[config.mk]
export PLATFORM = sky130hd
export DESIGN_NAME = sv32_ptw_arbiter
export DESIGN_NICKNAME = d
export VERILOG_FILES = /design/src/rtl/sv32_ptw_arbiter.sv
export SDC_FILE = /design/constraint.sdc
export NUM_CORES = 1
export LEC_CHECK = 0
export BUFFER_PORTS_ARGS = -buffer_cell sky130_fd_sc_hd__buf_4
export CORE_MARGIN = 4
export CORE_UTILIZATION = 30
export CTS_CLUSTER_SIZE = 14
export DETAILED_ROUTE_END_ITERATION = 16
export SYNTH_ARGS = -nofsm -noshare
export SYNTH_HDL_FRONTEND = slang
export SYNTH_SLANG_ARGS = --single-unit
[constraint.sdc]
create_clock -name CLK -period 2.9 [get_ports CLK]
set_input_delay 0.29 -clock CLK [delete_from_list [all_inputs] [get_ports CLK]]
set_output_delay 0.29 -clock CLK [all_outputs]
set_load 0.02 [all_outputs]
[src/rtl/sv32_ptw_arbiter.sv]
// Shared Sv32 page table walker for the itlb and dtlb. Requests are arbitrated round-robin,
// and the walk issues one PTE read at a time through a single-outstanding memory port.
module sv32_ptw_arbiter #(
    parameter int VPN_WIDTH = 20,
    parameter int PPN_WIDTH = 22,
    parameter int PA_WIDTH  = 34,
    parameter int PTE_WIDTH = 32
) (
    input  logic                 CLK,
    input  logic                 nRST,
    input  logic                 satp_mode,
    input  logic [PPN_WIDTH-1:0] satp_PPN,
    input  logic                 flush,
    input  logic                 itlb_req_valid,
    input  logic [VPN_WIDTH-1:0] itlb_req_VPN,
    output logic                 itlb_req_ready,
    input  logic                 dtlb_req_valid,
    input  logic [VPN_WIDTH-1:0] dtlb_req_VPN,
    output logic                 dtlb_req_ready,
    output logic                 mem_req_valid,
    output logic [PA_WIDTH-1:0]  mem_req_PA,
    input  logic                 mem_req_ready,
    input  logic                 mem_resp_valid,
    input  logic [PTE_WIDTH-1:0] mem_resp_PTE,
    output logic                 resp_valid,
    output logic                 resp_requester,
    output logic [VPN_WIDTH-1:0] resp_VPN,
    output logic [PTE_WIDTH-1:0] resp_PTE,
    output logic                 resp_superpage,
    output logic                 resp_page_fault
);
    localparam int VPNH = VPN_WIDTH / 2;

    typedef struct packed {
        logic [PPN_WIDTH-VPNH-1:0] ppn1;
        logic [VPNH-1:0]           ppn0;
        logic [1:0]                rsw;
        logic                      d, a, g, u, x, w, r, v;
    } pte_t;

    typedef enum logic [2:0] {
        IDLE, L1_REQ, L1_WAIT, L0_REQ, L0_WAIT, RESP, DISCARD
    } state_t;

    state_t               state_reg, state_next;
    logic [VPN_WIDTH-1:0] vpn_reg, vpn_next;
    pte_t                 pte_reg, pte_next;
    logic                 id_reg, id_next;
    logic                 fault_reg, fault_next;
    logic                 super_reg, super_next;
    logic                 rr_reg, rr_next;      // requester served last; 1 gives itlb priority
    logic [1:0]           grant;

    pte_t mem_pte;
    logic pte_bad, pte_leaf, leaf_ok;

    assign mem_pte  = mem_resp_PTE;
    assign pte_bad  = !mem_pte.v || (!mem_pte.r && mem_pte.w);
    assign pte_leaf = mem_pte.r || mem_pte.x;
    // A level-1 leaf must be 4MB aligned; a level-0 leaf has no alignment constraint.
    assign leaf_ok  = mem_pte.a && ((state_reg != L1_WAIT) || (mem_pte.ppn0 == '0));

    always_ff @(posedge CLK or negedge nRST) begin
        if (!nRST) begin
            state_reg <= IDLE;
            vpn_reg   <= '0;
            pte_reg   <= '0;
            id_reg    <= 1'b0;
            fault_reg <= 1'b0;
            super_reg <= 1'b0;
            rr_reg    <= 1'b1;
        end else begin
            state_reg <= state_next;
            vpn_reg   <= vpn_next;
            pte_reg   <= pte_next;
            id_reg    <= id_next;
            fault_reg <= fault_next;
            super_reg <= super_next;
            rr_reg    <= rr_next;
        end
    end

    always_comb begin
        state_next    = state_reg;
        vpn_next      = vpn_reg;
        pte_next      = pte_reg;
        id_next       = id_reg;
        fault_next    = fault_reg;
        super_next    = super_reg;
        rr_next       = rr_reg;
        grant         = 2'b00;
        mem_req_valid = 1'b0;
        mem_req_PA    = '0;
        resp_valid    = 1'b0;

        case (state_reg)
            IDLE: begin
                if (!flush && nRST) begin
                    if (itlb_req_valid && (!dtlb_req_valid || rr_reg))
                        grant = 2'b01;
                    else if (dtlb_req_valid)
                        grant = 2'b10;
                end
                if (grant != 2'b00) begin
                    id_next    = grant[1];
                    vpn_next   = grant[1] ? dtlb_req_VPN : itlb_req_VPN;
                    pte_next   = '0;
                    super_next = 1'b0;
                    fault_next = !satp_mode;
                    state_next = satp_mode ? L1_REQ : RESP;
                end
            end
            L1_REQ, L0_REQ: begin
                mem_req_valid = 1'b1;
                if (state_reg == L1_REQ)
                    mem_req_PA = {satp_PPN, vpn_reg[VPN_WIDTH-1:VPNH], 2'b00};
                else
                    mem_req_PA = {pte_reg.ppn1, pte_reg.ppn0, vpn_reg[VPNH-1:0], 2'b00};
                if (flush)
                    state_next = mem_req_ready ? DISCARD : IDLE;
                else if (mem_req_ready)
                    state_next = (state_reg == L1_REQ) ? L1_WAIT : L0_WAIT;
            end
            L1_WAIT, L0_WAIT: begin
                if (flush) begin
                    state_next = mem_resp_valid ? IDLE : DISCARD;
                end else if (mem_resp_valid) begin
                    pte_next = mem_pte;
                    if (pte_bad || (pte_leaf && !leaf_ok) || (!pte_leaf && state_reg == L0_WAIT)) begin
                        fault_next = 1'b1;
                        state_next = RESP;
                    end else if (pte_leaf) begin
                        super_next = (state_reg == L1_WAIT);
                        state_next = RESP;
                    end else begin
                        state_next = L0_REQ;
                    end
                end
            end
            RESP: begin
                resp_valid = !flush;
                if (!flush)
                    rr_next = id_reg;
                state_next = IDLE;
            end
            DISCARD: begin
                if (mem_resp_valid)
                    state_next = IDLE;
            end
            default: state_next = IDLE;
        endcase
    end

    assign itlb_req_ready  = grant[0];
    assign dtlb_req_ready  = grant[1];
    assign resp_requester  = resp_valid & id_reg;
    assign resp_VPN        = resp_valid ? vpn_reg : '0;
    assign resp_PTE        = (resp_valid && !fault_reg) ? pte_reg : '0;
    assign resp_superpage  = resp_valid & !fault_reg & super_reg;
    assign resp_page_fault = resp_valid & fault_reg;

endmodule

==> impl_metrics.toml, run 1 <==
[synthesis]
synth_flop_cell = "dfrtp_1"
synth_xor_area_frac = 0
synthAdderAreaFrac = 0.00314
synth-seq-cells = 59
synth-compound-area-share = 0.166
yosysUniqueCellTypes = 47
synth_area_sq_um = 3590
avgSynthCellArea_sq_um = 9.37
seq_area_frac_synth = 0.412
synth_cells = 383
synth-simple-area-share = 0.209
async_flop_share = 1.00
synth_top_family_by_area = "simple AND/OR/NAND/NOR gates"
synth.mux.area_fraction = 0.154
synth-edff-count = 0
yosysWarnings = 0

[power]
p_sw_frac = 0.383
pwr-share-seq = 0.360
powerDensity_nw_per_um2 = 827
p_int_mw = 2.77
p_comb_frac = 0.406
p_switching_mw = 1.72
clkPwrFrac = 0.234
leakage_nw = 2.88
irDropWorstVdd_mv = 0.355

[global_route]
grt.met1_usage = 0.219
grt_use_total = 0.171
grt_pass1_vias = 3433
antenna_found_initial = 0
grtUsageMet2 = 0.298
globalRoute.busiestLayer = "met2"
met3_usage = 0.0375
grt-ovfl-total = 0
grt_max_degree = 61
grt_pass1_wl_mm = 19.1

[final_layout]
regArea_sq_um = 1480
drive_above_1_share = 0.398
finalCoreUtilization = 0.469
diodes = 0
area_delta_synth_final_pct = 51.0
largest_register_ff_count = 32
final_common_cell = "buf_4"
mostFrequentLayoutCells = "199 x buf_4, 61 x nor2_1, 57 x dfrtp_1"
multi_input_area_sq_um = 1930
nNetsFinal = 662
n_fill_cell = 1097

[clocking]
clockBufferDepth = 2
cts_buffers = 9
h-tree-depth = 3
cts_setup_buffers = 0
cts_resized = 0
path_clk_slew_ns = 0.05
root_buffer = "clkbuf_16"
clk_latency_ns = 0.32
cts_num_sinks = 59
hold_buffers = 0
cts_tree = "done"

[worst_setup_path]
worst_r2r_startpoint = "state_reg[2]"
regToRegSetupSlack_ns = 0.69
end_kind = "output port"
ff2ff_path_depth = 3
crit_start = "state_reg[2]"
endpoint = "resp_PTE[6]"
setup.worst_path.class = "reg -> out"
cp-start-kind = "flip-flop"
path_max_fanout = 33
worst_r2r_endpoint = "pte_reg[30]"
worstPathRequired_ns = 2.61
critPathArrivalTime_ns = 2.06

[sta]
slew_viol_final = 0
setup_viol = 0
clock_skew_ns = 0.00684
rsz0062_at_grt = "false"
period_share = 0.810
tightest_slew_ns = 1.15
fin_crit_ns = 2.35
fin_ws_ns = 0.550
fmax_ghz = 0.425
fin_setup_tns_ns = 0
final_hold_viol_count = 0
slew_headroom = 0.231

[floorplan]
initial_core_util = 0.310
die_w_microns = 117
die_h_microns = 117
core_sq_um = 11600
rows = 39
io_pins = 195
dieArea_sq_um = 13800

[run_status]
outcome = "finished clean"

[drt]
wl_mm = 12.1
drtIter0Drc = 177
drt.antenna.violating_nets = 0
first_pass_iters = 4
wire_per_inst_microns = 17.1
vias_per_cell = 4.97
vias = 3518
drc = 0

[place]
place_hpwl_mm = 9.08
preCtsSetupSlack_ns = 0.692
gp_congestion = 0.756
io_buffers = 192

[flow_run]
max_cap_violations = 0

[min_path]
min-delay-path-class = "in -> async"
[power groups by stage]
| stage | clock [mW] | sequential, mW | combinational [mW] |
|---|---|---|---|
| after floorplan | 0 | 1.43 | 1.30 |
| after global placement | 0 | 1.60 | 1.80 |
| after detailed placement | 0 | 1.62 | 1.83 |
| after CTS | 1.08 | 1.61 | 1.84 |
| after global routing | 1.12 | 1.67 | 1.99 |
| final | 1.05 | 1.61 | 1.82 |
[cell type report]
type | count | area share
Clock inverter | 5 | 0.00970
Multi-Input combinational cell | 283 | 0.355
Tap cell | 143 | 0.0330
Inverter | 7 | 0.00485
Sequential cell | 59 | 0.273
Clock buffer | 11 | 0.0448
Timing Repair Buffer | 200 | 0.279
[synth_stat cells (2+ instances only)]
library cell / number / share of area
o21ai_1: 5 / 0.0070
nand2b_1: 5 / 0.0087
and3_1: 34 / 0.059
nor4_1: 3 / 0.0052
o21bai_1: 2 / 0.0042
clkbuf_1: 11 / 0.012
a31oi_1: 2 / 0.0035
inv_1: 5 / 0.0052
o2111a_1: 2 / 0.0063
dfrtp_1: 58 / 0.40
buf_2: 19 / 0.026
nand3b_1: 2 / 0.0042
nand2_1: 7 / 0.0073
buf_4: 2 / 0.0042
nor3_1: 2 / 0.0028
inv_2: 2 / 0.0021
mux2i_1: 53 / 0.15
nor2_1: 61 / 0.064
and2_1: 22 / 0.038
a22o_1: 34 / 0.083
buf_1: 2 / 0.0021
a21oi_1: 23 / 0.032
nand3_1: 3 / 0.0042
[per-stage QoR]
step                      instances  power (mW)  hold slack, ns  instance area [sq um]
after floorplan                 384        2.73        -0.00559                   3590
after global placement          692        3.40           0.481                   5120
after detailed placement        692        3.45           0.486                   5120
after CTS                       708        4.52           0.166                   5420
after global routing            708        4.78           0.175                   5420
final                           708        4.48           0.154                   5420
[routing by layer]
metal / wire (microns) / vias up
li1: - / 1723
met3: 616 / 7
met2: 6130 / 113
met4: 91 / 0
met1: 5280 / 1675
met5: 0 / -
[critical path, stage by stage, from the launching register on]
cell and delay (ns):
dfrtp_1 0.63, and2b_1 0.26, and3_1 0.19, buf_4 0.29, and3_1 0.22, buf_4 0.15
[logic make-up (layout without fill, tap and decap cells)]
family                     Yosys count  count (layout)
other                                1               2
and+or+nand+nor                    145             145
DFF                                 59              59
AOI/OAI and AO/OA                   80              80
muxes                               55              55
adders and majority gates            1               1
buffers and inverters               42             223
[how the worst min path moves through the flow]
stage	cells after the start	end	start
2_1_floorplan	0	fault_reg	nRST
6_report	2	super_reg	nRST
3_5_place_dp	1	pte_reg[7]	pte_reg[7]
4_1_cts	2	fault_reg	satp_mode
3_3_place_gp	1	pte_reg[5]	pte_reg[5]
5_1_grt	2	fault_reg	satp_mode
No activity file was read; power rests on OpenSTA's default activity.
==> run 2, diff against run 1 <==
==> constraint.sdc (replaced) <==
create_clock -name CLK -period 2.22 [get_ports CLK]
set_input_delay 0.222 -clock CLK [delete_from_list [all_inputs] [get_ports CLK]]
set_output_delay 0.222 -clock CLK [all_outputs]
set_load 0.02 [all_outputs]
==> impl_metrics.toml, run 2 (synthesis gave the netlist of run 1 again) <==
[run_status]
outcome = "finished clean"

[drt]
drc = 0
vias = 3548
drt.antenna.violating_nets = 0
first_pass_iters = 4
wire_per_inst_microns = 17.5
drtIter0Drc = 176
vias_per_cell = 4.98
wl_mm = 12.4

[clocking]
hold_buffers = 0
h-tree-depth = 3
cts_setup_buffers = 0
cts_tree = "done"
clk_latency_ns = 0.32
cts_num_sinks = 59
clockBufferDepth = 2
root_buffer = "clkbuf_16"
path_clk_slew_ns = 0.05
cts_buffers = 9
cts_resized = 0

[sta]
rsz0062_at_grt = "false"
fin_crit_ns = 2.10
fmax_ghz = 0.477
tightest_slew_ns = 0.764
holdWs_ns = 0.0710
period_share = 0.945
setup_viol = 0
final_hold_viol_count = 0
fin_ws_ns = 0.123
slew_headroom = 0.490
clock_skew_ns = 0.00591
fin_setup_tns_ns = 0
slew_viol_final = 0

[floorplan]
rows = 39
die_h_microns = 117
core_sq_um = 11600
die_w_microns = 117
io_pins = 195
initial_core_util = 0.310
dieArea_sq_um = 13800

[global_route]
grt_max_degree = 60
grt-ovfl-total = 0
grt_pass1_wl_mm = 19.8
grt_use_total = 0.178
grt_pass1_vias = 3603
antenna_found_initial = 0

[power]
irDropWorstVdd_mv = 0.397
pwr-share-seq = 0.344
p_switching_mw = 2.24
clkPwrFrac = 0.233
p_comb_frac = 0.423
leakage_nw = 2.92
powerDensity_nw_per_um2 = 1090
p_int_mw = 3.72
p_sw_frac = 0.376

[min_path]
min-delay-path-class = "in -> async"

[worst_setup_path]
worstPathRequired_ns = 2.00
cp-start-kind = "flip-flop"
crit_start = "state_reg[2]"
end_kind = "output port"
setup.worst_path.class = "reg -> out"
critPathArrivalTime_ns = 1.88
path_max_fanout = 39
worst_r2r_startpoint = "state_reg[1]"

[final_layout]
fin_area_sq_um = 5480
stdcell_count = 712
nNetsFinal = 668
drive_above_1_share = 0.404
diodes = 0
final_common_cell = "buf_4"
mostFrequentLayoutCells = "204 x buf_4, 61 x nor2_1, 57 x dfrtp_1"
largest_register_ff_count = 32
area_delta_synth_final_pct = 52.6

[place]
place_hpwl_mm = 9.40
preCtsSetupSlack_ns = 0.397
place_area_sq_um = 5170
gp_congestion = 0.811
dp_cells = 698
io_buffers = 192

[flow_run]
max_cap_violations = 0
run 2: final cells by class:
class                   instances  area, sq um
clock buffers                  12          267
clock inverters                 2         35.0
fillers                      1119         6090
inverters                       7         26.3
multi-input cells             283         1930
flip-flops and latches         59         1480
well taps                     143          179
repair buffers                206         1560
run 2: per-stage QoR:
stage	util	power (mW)
finish	0.473	5.96
detailed placement	0.447	4.60
global placement	0.447	4.53
global route	0.473	6.38
CTS	0.473	6.02
floorplan	-	3.57
run 2: routing by layer:
metal / part of all wire / GRT usage / wire, microns / vias to the layer above
li1: - / - / - / 1740
met1: 0.43 / 0.222 / 5310 / 1671
met4: 0.022 / 0.0623 / 269 / 0
met3: 0.054 / 0.0361 / 666 / 17
met2: 0.50 / 0.305 / 6190 / 120
met5: 0 / 0 / 0 / -
run 2: final timing paths:
kind / depth (start not counted) / slack, ns / endpoint
setup / recovery: 5 / 0.12 / resp_PTE[23]
hold / removal: 2 / 0.07 / pte_reg[0]
setup reg to reg: 5 / 0.52 / state_reg[2]
hold reg to reg: 1 / 0.49 / pte_reg[9]
max in group asynchronous: 2 / 1.61 / state_reg[1]
min in group CLK: 2 / 0.11 / state_reg[0]
run 2: power by group through the flow:
stage / sequential (mW) / combinational (mW) / clock [mW]
2_1_floorplan: 1.87 / 1.69 / 0
3_3_place_gp: 2.05 / 2.48 / 0
3_5_place_dp: 2.07 / 2.54 / 0
4_1_cts: 2.05 / 2.55 / 1.42
5_1_grt: 2.13 / 2.76 / 1.48
6_report: 2.05 / 2.52 / 1.39
run 2: worst max-delay path: stages, from the launching register on:
cell and delay (ns):
dfrtp_1 0.50, and2b_1 0.23, and3_1 0.21, buf_6 0.25, and3_1 0.20, buf_4 0.14
==> run 3, diff against run 2 <==
--- a/config.mk
+++ b/config.mk
@@ -7,9 +7,10 @@
 export LEC_CHECK = 0
 export BUFFER_PORTS_ARGS = -buffer_cell sky130_fd_sc_hd__buf_4
 export CORE_MARGIN = 4
-export CORE_UTILIZATION = 30
+export CORE_UTILIZATION = 45
 export CTS_CLUSTER_SIZE = 14
 export DETAILED_ROUTE_END_ITERATION = 16
+export PLACE_DENSITY = 0.81
 export SYNTH_ARGS = -nofsm -noshare
 export SYNTH_HDL_FRONTEND = slang
 export SYNTH_SLANG_ARGS = --single-unit
==> impl_metrics.toml, run 3 (synthesis gave the netlist of run 1 again) <==
[final_layout]
diodes = 0
multi_input_area_sq_um = 1930
final_common_cell = "buf_4"
n_fill_cell = 621
regArea_sq_um = 1480
area_delta_synth_final_pct = 49.5
drive_above_1_share = 0.409
nNetsFinal = 667
fin_area_sq_um = 5370
largest_register_ff_count = 32
mostFrequentLayoutCells = "203 x buf_4, 61 x nor2_1, 55 x dfrtp_1"

[sta]
setup_viol = 0
period_share = 0.924
clock_skew_ns = 0.0135
holdWs_ns = 0.0756
slew_headroom = 0.491
fin_ws_ns = 0.169
fin_setup_tns_ns = 0
fin_crit_ns = 2.05
tightest_slew_ns = 0.763
slew_viol_final = 0
fmax_ghz = 0.487
final_hold_viol_count = 0
rsz0062_at_grt = "false"

[power]
leakage_nw = 2.88
powerDensity_nw_per_um2 = 1080
power_mw = 5.78
irDropWorstVdd_mv = 0.742

[worst_setup_path]
cpMaxStageDelayCell = "dfrtp_2"
worstPathRequired_ns = 2.00
end_kind = "output port"
slowest_delay_ns = 0.43
critPathArrivalTime_ns = 1.83
cp-start-kind = "flip-flop"
cp_cell_sequence = "and2b_1, and3_1, buf_6, and3_1, buf_4"
setup.worst_path.class = "reg -> out"
crit_path_frequent_cell = "and3_1"
path_max_fanout = 39

[clocking]
clockBufferDepth = 2
cts_buffers = 9
clk_latency_ns = 0.34
cts_tree = "done"
hold_buffers = 0
path_clk_slew_ns = 0.08
root_buffer = "clkbuf_8"
h-tree-depth = 3
cts_num_sinks = 59

[place]
gp_congestion = 0.906
place_hpwl_mm = 9.23
io_buffers = 192
place_area_sq_um = 5110
preCtsSetupSlack_ns = 0.418

[drt]
drtIter0Drc = 204
vias_per_cell = 5.50
vias = 3696
drc = 0
drt.antenna.violating_nets = 0
first_pass_iters = 4
wire_per_inst_microns = 18.1
wl_mm = 12.2

[min_path]
min-delay-path-class = "in -> reg"

[floorplan]
io_pins = 195
dieArea_sq_um = 9470
core_sq_um = 7730
initial_core_util = 0.464
die_h_microns = 97.3
die_w_microns = 97.3
rows = 32

[global_route]
grt_pass1_wl_mm = 18.9
grt_pass1_vias = 3564
grt-ovfl-total = 0
grt_use_total = 0.247
grt_max_degree = 60
antenna_found_initial = 0

[flow_run]
max_cap_violations = 0

[run_status]
outcome = "finished clean"
[run 3: cell types whose count changed in the layout (fill, tap and decap cells not counted), sizes merged]
cell / previous run / this run
bufinv: 1 / 3
buf: 206 / 205
clkbuf: 12 / 9
inv: 7 / 8
clkinv: 1 / 3
[run 3: cell type report]
type | count | share of cell area
Timing Repair Buffer | 205 | 0.290
Inverter | 7 | 0.00490
Clock buffer | 9 | 0.0231
Clock inverter | 7 | 0.0233
Tap cell | 102 | 0.0238
Sequential cell | 59 | 0.276
Multi-Input combinational cell | 283 | 0.359
[run 3: per-stage QoR]
stage | std cells | util
floorplan | 384 | -
global placement | 656 | 0.661
detailed placement | 656 | 0.661
CTS | 672 | 0.694
global route | 672 | 0.694
finish | 672 | 0.694
[run 3: worst paths after layout]
path | start | end | slack [ns] | cells past startpoint
min in group asynchronous | nRST | id_reg | 0.09 | 2
hold / removal | satp_mode | fault_reg | 0.08 | 2
setup reg to reg | state_reg[1] | state_reg[1] | 0.45 | 5
hold reg to reg | super_reg | super_reg | 0.50 | 1
setup / recovery | state_reg[1] | resp_PTE[23] | 0.17 | 5
max in group asynchronous | nRST | state_reg[1] | 1.60 | 2
[run 3: power by group]
| group | total, mW | leakage [nW] | switching (mW) | internal (mW) |
|---|---|---|---|---|
| sequential | 2.08 | 0.732 | 0.479 | 1.61 |
| combinational | 2.47 | 2.02 | 1.33 | 1.14 |
| clock | 1.23 | 0.124 | 0.473 | 0.755 |
[run 3: timing repair]
item,in CTS,in global routing
gates resized for setup,0,3
endpoints found under the setup margin,0,37
setup buffers,0,0
[run 3: critical path: cells and delay by family, from the launching register on]
family,cells,cell delay [ns]
buffers and inverters,2,0.39
DFF,1,0.43
and+or+nand+nor,3,0.67
[run 3: per-layer routing]
layer / GRT usage / vias up / wire length (microns)
met5: 0 / - / 0
met4: 0.0927 / 0 / 303
met3: 0.0445 / 29 / 754
met2: 0.430 / 159 / 6260
met1: 0.306 / 1775 / 4840
li1: - / 1733 / -
